$ cat src/rtl/rv32_hazard_unit.sv
// Hazard, forwarding and flush controller for the pipelined rv32 core.
// Tracks the instructions in the post-decode stages (slot 0 = EX, slot DEPTH-1 = WB).
// From them it derives the EX forwarding selects, load-use stalls, taken-branch
// squashes and whole-pipeline freezes while dmem is busy.
module rv32_hazard_unit #(
    parameter  int DEPTH      = 3,
    parameter  int LOAD_READY = 2,
    parameter  int REG_AW     = 5,
    parameter  int CNT_W      = 32,
    localparam int FWD_W      = $clog2(DEPTH)
) (
    input  logic              clk,
    input  logic              rst,
    input  logic              id_valid,
    input  logic [REG_AW-1:0] id_rs1,
    input  logic [REG_AW-1:0] id_rs2,
    input  logic              id_rs1_used,
    input  logic              id_rs2_used,
    input  logic [REG_AW-1:0] id_rd,
    input  logic              id_we,
    input  logic              id_is_load,
    input  logic              ex_br_taken,
    input  logic              mem_stall,
    output logic              stall_pc,
    output logic              stall_ifid,
    output logic              flush_ifid,
    output logic              bubble_ex,
    output logic              hold_all,
    output logic [FWD_W-1:0]  fwd_a,
    output logic [FWD_W-1:0]  fwd_b,
    output logic [CNT_W-1:0]  stall_cnt,
    output logic [CNT_W-1:0]  flush_cnt
);

    // Per-slot producer information, shifted down the pipe each active cycle.
    logic              slot_v  [DEPTH];
    logic              slot_we [DEPTH];
    logic              slot_ld [DEPTH];
    logic [REG_AW-1:0] slot_rd [DEPTH];

    // Source operands only matter for the consumer sitting in EX, so they are
    // kept for slot 0 alone; older slots never consume forwarded data.
    logic [REG_AW-1:0] ex_rs1;
    logic [REG_AW-1:0] ex_rs2;
    logic              ex_u1;
    logic              ex_u2;

    logic lu;
    logic br;

    // A slot supplies register r when it holds a live writer of r; x0 never matches.
    function automatic logic hit(input logic v, input logic we,
                                 input logic [REG_AW-1:0] rd,
                                 input logic [REG_AW-1:0] r);
        return v & we & (rd == r) & (r != '0);
    endfunction

    // Forwarding selects: scan oldest to youngest so the youngest producer wins.
    always_comb begin
        fwd_a = '0;
        fwd_b = '0;
        for (int s = DEPTH - 1; s >= 1; s--) begin
            if (slot_v[0] && ex_u1 && hit(slot_v[s], slot_we[s], slot_rd[s], ex_rs1))
                fwd_a = FWD_W'(s);
            if (slot_v[0] && ex_u2 && hit(slot_v[s], slot_we[s], slot_rd[s], ex_rs2))
                fwd_b = FWD_W'(s);
        end
    end

    // Load-use detection: a load whose data is not yet forwardable feeds the ID instruction.
    always_comb begin
        lu = 1'b0;
        for (int s = 0; s < LOAD_READY - 1; s++) begin
            if (id_valid && slot_ld[s] &&
                ((id_rs1_used && hit(slot_v[s], slot_we[s], slot_rd[s], id_rs1)) ||
                 (id_rs2_used && hit(slot_v[s], slot_we[s], slot_rd[s], id_rs2))))
                lu = 1'b1;
        end
    end

    assign br = ex_br_taken & slot_v[0] & ~mem_stall;

    // Pipeline control priority: freeze, then branch squash, then load-use stall.
    // The freeze is qualified with reset so nothing is asserted while rst is low.
    always_comb begin
        hold_all   = 1'b0;
        stall_pc   = 1'b0;
        stall_ifid = 1'b0;
        flush_ifid = 1'b0;
        bubble_ex  = 1'b0;
        if (rst && mem_stall) begin
            hold_all   = 1'b1;
            stall_pc   = 1'b1;
            stall_ifid = 1'b1;
        end else if (br) begin
            flush_ifid = 1'b1;
            bubble_ex  = 1'b1;
        end else if (lu) begin
            stall_pc   = 1'b1;
            stall_ifid = 1'b1;
            bubble_ex  = 1'b1;
        end
    end

    // Tracker shift and performance counters; everything holds while dmem stalls.
    always_ff @(posedge clk or negedge rst) begin
        if (!rst) begin
            for (int s = 0; s < DEPTH; s++) begin
                slot_v[s]  <= 1'b0;
                slot_we[s] <= 1'b0;
                slot_ld[s] <= 1'b0;
                slot_rd[s] <= '0;
            end
            ex_rs1    <= '0;
            ex_rs2    <= '0;
            ex_u1     <= 1'b0;
            ex_u2     <= 1'b0;
            stall_cnt <= '0;
            flush_cnt <= '0;
        end else if (!mem_stall) begin
            for (int s = DEPTH - 1; s >= 1; s--) begin
                slot_v[s]  <= slot_v[s-1];
                slot_we[s] <= slot_we[s-1];
                slot_ld[s] <= slot_ld[s-1];
                slot_rd[s] <= slot_rd[s-1];
            end
            slot_v[0]  <= id_valid & ~bubble_ex;
            slot_we[0] <= id_we;
            slot_ld[0] <= id_is_load;
            slot_rd[0] <= id_rd;
            ex_rs1     <= id_rs1;
            ex_rs2     <= id_rs2;
            ex_u1      <= id_rs1_used;
            ex_u2      <= id_rs2_used;
            if (br)
                flush_cnt <= flush_cnt + CNT_W'(1);
            if (lu && !br)
                stall_cnt <= stall_cnt + CNT_W'(1);
        end
    end

endmodule
$ cat config.mk
export PLATFORM = sky130hd
export DESIGN_NAME = rv32_hazard_unit
export DESIGN_NICKNAME = d
export VERILOG_FILES = /design/src/rtl/rv32_hazard_unit.sv
export SDC_FILE = /design/constraint.sdc
export NUM_CORES = 1
export LEC_CHECK = 0
export CORE_MARGIN = 4
export CORE_UTILIZATION = 35
export CTS_BUF_LIST = sky130_fd_sc_hd__clkbuf_4 sky130_fd_sc_hd__clkbuf_8
export DETAILED_ROUTE_END_ITERATION = 16
export SKIP_CTS_REPAIR_TIMING = 1
export SYNTH_ARGS = -nofsm -noshare
export SYNTH_HDL_FRONTEND = slang
export SYNTH_SLANG_ARGS = --single-unit
$ cat constraint.sdc
create_clock -name clk -period 4.6 [get_ports clk]
set_input_delay 0.69 -clock clk [delete_from_list [all_inputs] [get_ports clk]]
set_output_delay 0.69 -clock clk [all_outputs]
set_load 0.1 [all_outputs]
==> out/metrics.yaml <==
global_routing:
  busiest_layer: "met2"
  grt_usage: 0.150
  overflow: 0
  grt_pass1_wl_mm: 19.3
  grtUsageMet3: 0.0343
  antenna_found_initial: 0
  grt_max_degree: 52
  met1_usage: 0.212
  grtUsageMet2: 0.228
  grt_pass1_vias: 3579
placement:
  dp_hpwl_mm: 8.40
  io_buffers: 96
  place_congestion: 0.823
  dpl-instance-area_um2: 6030
synthesis:
  yosysTopAreaCell: "dfrtp_1"
  synth_area_leaders: "dfrtp_1 (50%), xor2_1 (9.3%), mux2_2 (7.9%)"
  synth_nets: 441
  synthCells: 415
  synth.distinct_cells: 49
  synth_area_um2: 4870
  ys_seq_area_frac: 0.503
  yosys_warnings: 0
  syn_area_per_cell_um2: 11.7
  synth_top_area_share: 0.503
  ys_seq_elements: 98
run_status:
  run_status: "completed"
clock_network:
  clk_latency_ns: 0.38
  path_clk_slew_ns: 0.09
  cts.path.max_buffers: 2
  h-tree-depth: 3
  tritoncts: "built"
  root_buffer: "clkbuf_8"
  cts.sinks: 98
  cts-buffers-inserted: 9
timing:
  fin_crit_sh: 0.759
  finalSetupTns_ns: 0
  relSlewSlack: 0.320
  hold_violations: 0
  rsz0062_at_grt: "false"
  finalCriticalPeriod_ns: 3.49
  drv_slew: 0
  finClkSkew_ns: 0.0139
  max_freq_mhz: 286
  setup_viol: 0
  worst_pin_slew_ns: 1.02
setup_path:
  cp.arrival_ns: 2.80
  critPathMaxFanout: 6
  path_cells: "clkdlybuf4s50_1 -> xor2_1 -> nor3_4 -> and3_1 -> o211ai_1 -> o21bai_1 -> buf_12"
  critPathMaxStageDelay_ns: 0.47
  cp_data_required_time_ns: 3.91
  crit_type: "input pin to output pin"
  endpoint_kind: "output pin"
  rr_worst_depth: 5
  cp_slowest_cell: "clkdlybuf4s50_1"
  critPathLaunchType: "input pin"
  startpoint: "id_rs1[1]"
  cp.depth: 7
  cp_top_family: "buffers and inverters"
  reg2reg_from: "slot_v[2]"
  critPathBufInv: 2
routing:
  vias: 3481
  wire_per_inst_um: 16.8
  drt_wl_total_mm: 11.6
  viasPerCell: 5.03
  drtIter0Drc: 183
  postRouteAntennaNets: 0
  drc: 0
  first_pass_iters: 6
cells_and_area:
  layout_commonest_cell: "dfrtp_1"
  drive_gt1_frac: 0.171
  fillers: 1292
  final_cell_mix: "dfrtp_1 (98), clkdlybuf4s50_1 (88), xor2_1 (52)"
  fin_area_um2: 6260
  nets: 537
  antenna_cells: 0
  syn_to_final_growth_pct: 28.4
die:
  row_count: 42
  core_um2: 13500
  dieArea_um2: 15900
  initial_core_util: 0.362
  fp.dieH_um: 126
  die_x_um: 126
  io_pins: 97
pwr:
  ir_drop_mv: 0.154
  finalPower_mw: 2.03
  cellLeakagePower_nw: 2.71
  p_per_area_nw_per_um2: 325
job:
  maxCapViolations: 0
worst_hold_path:
  hold_path_class: "input pin to async pin"
path summary, 6_finish.rpt:
kind | to | slack (ns)
max in group asynchronous | stall_cnt[15] | 3.17
min | ex_rs2[3] | 0.33
max | stall_ifid | 1.11
max reg2reg | stall_cnt[29] | 2.34
min in group clk | stall_cnt[31] | 0.47
min reg2reg | stall_cnt[31] | 0.47
layer usage:
layer  routed length, µm  up-vias
li1                    -     1656
met1                5580     1722
met2                5250       91
met3                 604       12
met4                 170        0
met5                   0        -
synth_stat cells (all sizes together):
| library cell | number |
|---|---|
| nand2 | 28 |
| nor2 | 13 |
| nand3b | 1 |
| and3b | 1 |
| mux2 | 34 |
| o211ai | 2 |
| a21oi | 13 |
| a2111oi | 7 |
| o21bai | 1 |
| and2 | 5 |
| ha | 2 |
| nor4 | 8 |
| or4 | 5 |
| xor2 | 52 |
| nor3 | 5 |
| or2 | 4 |
| a211oi | 5 |
| clkbuf | 1 |
| nand4b | 1 |
| o2111ai | 1 |
| nor3b | 2 |
| and3 | 12 |
| nand3 | 23 |
| buf | 12 |
| o21ai | 7 |
| and4 | 3 |
| nand4 | 21 |
| inv | 7 |
| xnor2 | 38 |
| dfrtp | 98 |
| a22o | 1 |
| a21boi | 2 |
where the power goes:
part / switching (mW) / total [mW] / internal [mW]
clock: 0.303 / 0.646 / 0.343
sequential: 0.0813 / 0.999 / 0.918
combinational: 0.251 / 0.387 / 0.136
total: 0.636 / 2.03 / 1.40
through the flow:
stage | utilization | hold WS [ns] | instances | worst slack, ns
after floorplan | - | 0.394 | 415 | -0.390
after CTS | 0.465 | 0.338 | 692 | 1.12
after global routing | 0.465 | 0.369 | 692 | 0.984
after global placement | 0.448 | 0.461 | 676 | 1.16
after detailed placement | 0.448 | 0.456 | 676 | 1.12
final | 0.465 | 0.325 | 692 | 1.11
final cells by class:
type,instances,area (µm²),area share
sequential,98,2450,0.392
tap,176,220,0.0352
multi-input combinational,297,2350,0.375
inverter,7,26.3,0.00420
timing repair buffer,98,981,0.157
clock inverter,4,73.8,0.0118
clock buffer,12,159,0.0254
registers in the layout (all words and copies together), names as in the netlist:
signal / count
ex_u1: 1
stall_cnt: 32
slot_v: 3
ex_rs2: 5
ex_u2: 1
slot_rd: 15
flush_cnt: 32
slot_ld: 1
slot_we: 3
ex_rs1: 5
cells by family (layout without fill, tap and decap cells):
| logic type | after synthesis | count (layout) | synth area share |
|---|---|---|---|
| AOI/OAI and AO/OA | 39 | 39 | 0.0665 |
| xor gates and xnor gates | 90 | 90 | 0.162 |
| adders and majority gates | 2 | 2 | 0.00513 |
| buffers and inverters | 20 | 121 | 0.0210 |
| DFF | 98 | 98 | 0.503 |
| muxes | 34 | 34 | 0.0785 |
| and+or+nand+nor | 132 | 132 | 0.164 |
Power figures use the tool's default switching activity.
